[config.mk]
export PLATFORM = sky130hd
export DESIGN_NAME = fetch_sequencer
export DESIGN_NICKNAME = d
export VERILOG_FILES = /design/src/rtl/fetch_sequencer.sv
export SDC_FILE = /design/constraint.sdc
export NUM_CORES = 1
export LEC_CHECK = 0
export CORE_MARGIN = 4
export CORE_UTILIZATION = 30
export DETAILED_ROUTE_END_ITERATION = 7
export DONT_BUFFER_PORTS = 1
export GPL_TIMING_DRIVEN = 0
export PLACE_DENSITY = 0.49
export SLEW_MARGIN = 20
export SYNTH_ARGS = -nofsm -noshare
export SYNTH_HDL_FRONTEND = slang
export SYNTH_SLANG_ARGS = --single-unit
[constraint.sdc]
create_clock -name clk -period 5.8 [get_ports clk]
set_input_delay 0.87 -clock clk [delete_from_list [all_inputs] [get_ports clk]]
set_output_delay 0.87 -clock clk [all_outputs]
set_load 0.01 [all_outputs]
[src/rtl/fetch_sequencer.sv]
`default_nettype none
// +--------------------------------------------------------------------------+
// | fetch_sequencer: PC sequencer and 2-entry fetch buffer for CodeMem.      |
// | Rev 1.0 - initial release                                                |
// +--------------------------------------------------------------------------+
module fetch_sequencer #(
  parameter logic [31:0] RESET_PC = 32'h0000_0000,
  parameter int unsigned PC_STEP  = 4,
  parameter int unsigned DEPTH    = 2
) (
  input  logic        clk,
  input  logic        rst,
  input  logic        start,
  output logic [31:0] mem_pc,
  input  logic [31:0] mem_instr,
  output logic        out_valid,
  input  logic        out_ready,
  output logic [31:0] out_instr,
  output logic [31:0] out_pc,
  input  logic        redirect_valid,
  input  logic [31:0] redirect_pc,
  input  logic        halt_req,
  output logic        halted,
  output logic        fault
);

  localparam logic [1:0]  c_ST_IDLE   = 2'd0;
  localparam logic [1:0]  c_ST_FETCH  = 2'd1;
  localparam logic [1:0]  c_ST_HALTED = 2'd2;

  localparam int unsigned c_PW = (DEPTH > 1) ? $clog2(DEPTH) : 1;
  localparam int unsigned c_CW = $clog2(DEPTH + 1);
  localparam logic [31:0] c_PC_STEP = 32'(PC_STEP);
  localparam logic [c_PW-1:0] c_LAST_PTR = c_PW'(DEPTH - 1);
  localparam logic [c_CW-1:0] c_FULL_CNT = c_CW'(DEPTH);

  logic [1:0]      state_q, state_d;
  logic [31:0]     pc_q, pc_d;
  logic            fault_q, fault_d;
  logic [c_CW-1:0] count_q, count_d;
  logic [c_PW-1:0] wr_ptr_q, wr_ptr_d;
  logic [c_PW-1:0] rd_ptr_q, rd_ptr_d;
  logic [31:0]     fifo_instr_q [DEPTH];
  logic [31:0]     fifo_pc_q    [DEPTH];

  logic fetch_en;
  logic redir_act;
  logic redir_bad;
  logic fifo_full;
  logic pop_en;
  logic push_en;

  // Redirects only take effect once the core has been started at least once.
  assign redir_act = redirect_valid && (state_q != c_ST_IDLE);
  assign redir_bad = redir_act && (redirect_pc[1:0] != 2'b00);
  assign fifo_full = (count_q == c_FULL_CNT);
  assign pop_en    = out_valid && out_ready && !redir_act;
  assign push_en   = fetch_en && !redir_act && !halt_req && (!fifo_full || pop_en);

  // ---------------- state register ----------------
  always_ff @(posedge clk) begin
    if (rst) begin
      state_q <= c_ST_IDLE;
    end else begin
      state_q <= state_d;
    end
  end

  // ---------------- next-state logic ----------------
  always_comb begin
    state_d = state_q;
    case (state_q)
      c_ST_IDLE: begin
        if (start && !halt_req) begin
          state_d = c_ST_FETCH;
        end
      end
      c_ST_FETCH: begin
        if (redir_bad) begin
          state_d = c_ST_HALTED;
        end else if (redir_act) begin
          state_d = c_ST_FETCH;
        end else if (halt_req) begin
          state_d = c_ST_HALTED;
        end
      end
      c_ST_HALTED: begin
        if (!redir_act && !halt_req && start && !fault_q) begin
          state_d = c_ST_FETCH;
        end
      end
      default: begin
        state_d = c_ST_IDLE;
      end
    endcase
  end

  // ---------------- state-decoded outputs ----------------
  always_comb begin
    fetch_en = 1'b0;
    halted   = 1'b0;
    case (state_q)
      c_ST_FETCH:  fetch_en = 1'b1;
      c_ST_HALTED: halted   = 1'b1;
      default: begin
        fetch_en = 1'b0;
        halted   = 1'b0;
      end
    endcase
  end

  // ---------------- PC, fault and FIFO bookkeeping ----------------
  always_comb begin
    pc_d     = pc_q;
    fault_d  = fault_q | redir_bad;
    count_d  = count_q;
    wr_ptr_d = wr_ptr_q;
    rd_ptr_d = rd_ptr_q;

    if (redir_act) begin
      // A misaligned target faults without moving the PC; both cases flush.
      if (!redir_bad) begin
        pc_d = redirect_pc;
      end
      count_d  = '0;
      wr_ptr_d = '0;
      rd_ptr_d = '0;
    end else begin
      if (push_en) begin
        pc_d     = pc_q + c_PC_STEP;
        wr_ptr_d = (wr_ptr_q == c_LAST_PTR) ? '0 : wr_ptr_q + 1'b1;
      end
      if (pop_en) begin
        rd_ptr_d = (rd_ptr_q == c_LAST_PTR) ? '0 : rd_ptr_q + 1'b1;
      end
      case ({push_en, pop_en})
        2'b10:   count_d = count_q + 1'b1;
        2'b01:   count_d = count_q - 1'b1;
        default: count_d = count_q;
      endcase
    end
  end

  always_ff @(posedge clk) begin
    if (rst) begin
      pc_q     <= RESET_PC;
      fault_q  <= 1'b0;
      count_q  <= '0;
      wr_ptr_q <= '0;
      rd_ptr_q <= '0;
    end else begin
      pc_q     <= pc_d;
      fault_q  <= fault_d;
      count_q  <= count_d;
      wr_ptr_q <= wr_ptr_d;
      rd_ptr_q <= rd_ptr_d;
    end
  end

  // Storage is cleared on reset so the head outputs are never X.
  always_ff @(posedge clk) begin
    if (rst) begin
      for (int i = 0; i < DEPTH; i++) begin
        fifo_instr_q[i] <= '0;
        fifo_pc_q[i]    <= '0;
      end
    end else if (push_en) begin
      fifo_instr_q[wr_ptr_q] <= mem_instr;
      fifo_pc_q[wr_ptr_q]    <= pc_q;
    end
  end

  assign mem_pc    = pc_q;
  assign out_valid = (count_q != '0);
  assign out_instr = fifo_instr_q[rd_ptr_q];
  assign out_pc    = fifo_pc_q[rd_ptr_q];
  assign fault     = fault_q;

endmodule
`default_nettype wire

Yosys cells after proc, flatten, opt, wreduce, memory -nomap -nowiden
Memory sizes are Yosys's and may differ from the RTL's. A register that Yosys moved wholly into a read port is not among the register bits. Cells that the tools add are included.

Input bits: 70. Output and inout port bits: 99. Bits in writable memories: 128. Register bits: 39. Word-level logic and storage cells: 79. Memories: 2.

Memory list: fifo_instr_q (depth 2, width 32, read ports 1, clocked after Yosys merged registers in 1, wr ports 2, line 43) `logic [31:0] fifo_instr_q [DEPTH];`; fifo_pc_q (depth 2, width 32, read ports 1, clocked after Yosys merged registers in 1, wr ports 2, line 44) `logic [31:0] fifo_pc_q [DEPTH];`.

Bitwise operators: 1. Add/subtract/negate cells: 5. Equal/unequal tests: 9. Mux-type cells: 29. Reduce and logical (&&, ||, !) cells: 27.

Operators by type and width (count): two-way mux 32 bit (5); OR reduction 32 bit (2); adder 32 x 3 -> 32 bit, second input constant (1); two-way mux 1 bit (17); logical AND 1 bit (11); two-way mux 2 bit (5); nonzero test 2 bit (5); == test 2 bit, second input constant (3); != test 2 bit, second input constant (3); case mux 2 bit (3 select lines) (1); == test 2 x 1 -> 1 bit, second input constant (2); logical NOT 1 bit (4); != test 4 bit, second input constant (1); case mux 2 bit (2 select lines) (1); AND reduction 3 bit (1); adder 1 bit, second input constant (2); adder 2 x 1 -> 2 bit, second input constant (1); logical NOT 2 bit (1); AND reduction 2 bit (1); OR reduction 2 bit (1); subtractor 2 x 1 -> 2 bit, second input constant (1); logical OR 1 bit (1); OR 1 bit (1).

Longest topological paths before layout
Depth after elaboration: 11. Mapped depth: 7. Depth with buffers taken out: 6.

Worst setup path before layout
OpenSTA, ideal clock, no wires.

Path kind: input to register. From: input port redirect_valid. To: memory fifo_instr_q[0][0], enable pin. Data arrival time: 5006 ps. Data required time: 5301 ps. Cell stages on the path: 5. Path slack: 294 ps. Path buffers: 2. Library setup time: 499 ps. Cell sequence: or4b_1 > buf_2 > or2_4 > clkbuf_1 > o21bai_1.

RTL lines: start: declaration (line 20) `input logic redirect_valid,`; end: declaration (line 43).

==> insert_results.sql <==
INSERT INTO impl_metrics (metric_group, metric, value, unit) VALUES
('logic_synthesis', 'yosys_warnings', '0', ''),
('die', 'num_rows', '58', ''),
('logic_synthesis', 'synth_cells', '644', ''),
('critical_path', 'critical_path_arrival', '3360', 'ps'),
('sta', 'total_of_endpoints_with_negative_setup_slack_in_the_final_report', '0', ''),
('job', 'cap_viol_max_count', '0', ''),
('logic_synthesis', 'synth_top_cell_area_share', '49.6', '%'),
('logic_synthesis', 'total_of_flip_flops_plus_latches_after_synthesis', '168', ''),
('clock_tree', 'number_of_cts_inserted_buffers', '17', ''),
('global_routing', 'grt_remaining_overflow', '0', ''),
('die', 'die_area', '0.0284', 'mm²'),
('placed_design', 'place_inst', '978', ''),
('clock_tree', 'cts_hold_buf', '0', ''),
('global_routing', 'antenna_found_initial', '2', ''),
('clock_tree', 'tritoncts', 'built', ''),
('sta', 'drv_slew', '0', ''),
('sta', 'max_clock_freq', '309', 'MHz'),
('sta', 'worst_pin_slew', '985', 'ps'),
('clock_tree', 'cts.htree.levels', '4', ''),
('logic_synthesis', 'syn-mean-instance-area', '12.0', 'µm²'),
('logic_synthesis', 'number_of_flops_mapped_to_enable_cells_by_yosys', '128', ''),
('sta', 'final_hold_viol_count', '0', ''),
('finish', 'layout-drive-gt1-share', '16.6', '%'),
('die', 'chipHeight', '169', 'µm'),
('finish', 'stdcell_count', '1011', ''),
('clock_tree', 'cts_post_setup_buffers_inserted', '0', ''),
('finish', 'fin_nets', '738', ''),
('critical_path', 'worst_reg_to_reg_path_cell_count', '8', ''),
('sta', 'worst_clock_skew', '15.0', 'ps'),
('critical_path', 'worst-endpoint-required', '5920', 'ps'),
('routing', 'avgViaCountPerCell', '5.28', ''),
('critical_path', 'worst_path_fanout_max', '22', ''),
('logic_synthesis', 'async_flop_share', '0', '%'),
('logic_synthesis', 'dominantRegCellSynth', 'edfxtp_1', ''),
('routing', 'first_iter_violations', '467', ''),
('clock_tree', 'worst_skew_pair.late_latency', '430', 'ps'),
('logic_synthesis', 'syn_nets', '715', ''),
('routing', 'drc', '0', ''),
('power', 'peakVddDrop', '157', 'µV'),
('die', 'io-pin-count', '169', ''),
('finish', 'finalInstanceArea', '0.00891', 'mm²'),
('routing', 'routedWlPerCell', '22.6', 'µm'),
('clock_tree', 'cts_buffer_depth', '2', ''),
('routing', 'vias', '5338', ''),
('critical_path', 'worst_r2r_endpoint', 'fifo_instr_q[0][26]', ''),
('die', 'die_width', '169', 'µm'),
('placed_design', 'finalWeightedCongestion', '0.904', ''),
('logic_synthesis', 'syn-cell-area', '0.00774', 'mm²'),
('die', 'design.core.area', '0.0253', 'mm²'),
('logic_synthesis', 'yosys.cell_types.count', '53', ''),
('placed_design', 'port-buffer-count', '0', ''),
('critical_path', 'regToRegStartpoint', 'state_q[1]', ''),
('finish', 'final_core_util', '35.3', '%'),
('clock_tree', 'cts.sink_count', '168', ''),
('logic_synthesis', 'netlist_top_cells_count', '129 x and2_1, 128 x edfxtp_1, 66 x mux2_2', ''),
('critical_path', 'critical_path.endpoint_type', 'flip-flop', ''),
('global_routing', 'grt_start_max_net_pins', '40', ''),
('power', 'power.leakage', '3.05', 'nW'),
('clock_tree', 'clk_pin_slew', '70', 'ps'),
('logic_synthesis', 'yosys.cell_count.top_type', 'and2_1', ''),
('placed_design', 'placedInstanceArea', '0.00828', 'mm²'),
('routing', 'wl', '22800', 'µm'),
('die', 'floorplan.initialDensity', '30.7', '%'),
('sta', 'unrepaired_setup_endpoints_after_global_routing', 'no', ''),
('logic_synthesis', 'synthDominantAreaCellType', 'edfxtp_1', ''),
('global_routing', 'grt_pass1_vias', '5311', ''),
('clock_tree', 'cts_repair_resize_count', '0', ''),
('critical_path', 'crit_path_start', 'redirect_valid', ''),
('logic_synthesis', 'yosys-top-cells-area', 'edfxtp_1 50%, and2_1 10%, dfxtp_1 10%, mux2_2 9.6%, clkbuf_1 1.9%', ''),
('run_status', 'run_status', 'finished clean', ''),
('critical_path', 'worst-setup-path-type', 'primary input to flip-flop', '');
## worst min path at each step
stage                  start          to  slack [ps]  cells past startpoint
finish                 start  state_q[1]         570                      1
global route           start  state_q[1]         570                      1
CTS                    start  state_q[1]         550                      1
detailed placement  rd_ptr_q    rd_ptr_q         550                      2
global placement       fault  state_q[1]         530                      2
floorplan              fault  state_q[1]         510                      2
## routing by layer
layer	wire length [µm]	track usage, %
met1	9090	19.3
met2	10900	25.8
met3	2410	6.80
met4	371	4.59
met5	34	0
## state kept, by name (all words and copies together) (netlist names), named ones only
| name | flops |
|---|---|
| fifo_instr_q | 64 |
| count_q | 2 |
| state_q | 2 |
| rd_ptr_q | 1 |
| mem_pc | 32 |
| wr_ptr_q | 1 |
| fifo_pc_q | 64 |
| fault | 1 |
## worst max-delay path, stage by stage
cell	delay, ps
or4b_1	500
buf_2	210
or2_4	300
clkbuf_1	310
o21bai_4	540
buf_16	230
buf_16	180
buf_16	190
## where the power goes
group | internal, W | switching [W]
logic | 0.0000458 | 0.0000889
clock network | 0.000728 | 0.000505
registers | 0.00133 | 0.0000227
## layout by cell type (no fill, tap or decap), types with 5 or more instances in the layout
| cell type | instances |
|---|---|
| nor3_1 | 13 |
| o21ai_0 | 14 |
| clkbuf_16 | 17 |
| and3_1 | 8 |
| clkbuf_1 | 40 |
| mux2_2 | 66 |
| and2_1 | 129 |
| a311oi_1 | 6 |
| nand3_1 | 18 |
| a22oi_1 | 7 |
| a31oi_1 | 11 |
| inv_6 | 5 |
| nand4_1 | 5 |
| a21oi_1 | 21 |
| nand2_1 | 27 |
| nor4_1 | 12 |
| edfxtp_1 | 128 |
| nor2_1 | 34 |
| dfxtp_1 | 40 |
## final cells by class
type                    instances  area [µm²]  share of cell area (%)
clock buffers                  18         429                    4.82
clock inverters                14         196                    2.21
diodes                          1        2.50                  0.0281
flip-flops and latches        168        4640                    52.1
well taps                     330         413                    4.64
inverters                       4        15.0                   0.169
multi-input cells             431        2950                    33.1
repair buffers                  4         103                    1.15
plain buffers                  41         156                    1.76
## kinds of logic after synthesis
| group | after synthesis | share of synthesized area (%) |
|---|---|---|
| compound gates | 89 | 7.82 |
| simple gates | 269 | 19.5 |
| fa+ha+maj | 1 | 0.162 |
| flops | 168 | 60.0 |
| buf+inv | 45 | 2.21 |
| mux | 69 | 9.99 |
| xor+xnor | 3 | 0.339 |
## stage by stage
stage / TNS, ps / hold slack, ps / total power [W] / setup WS (ps)
global route: 0 / 566 / 0.00281 / 2450
floorplan: 0 / 507 / 0.00146 / 294
CTS: 0 / 552 / 0.00275 / 2500
global placement: -134010 / 534 / 0.00151 / -2100
detailed placement: 0 / 548 / 0.00152 / 2120
finish: 0 / 566 / 0.00272 / 2560
Note: power is estimated with default switching activity, not from simulation.
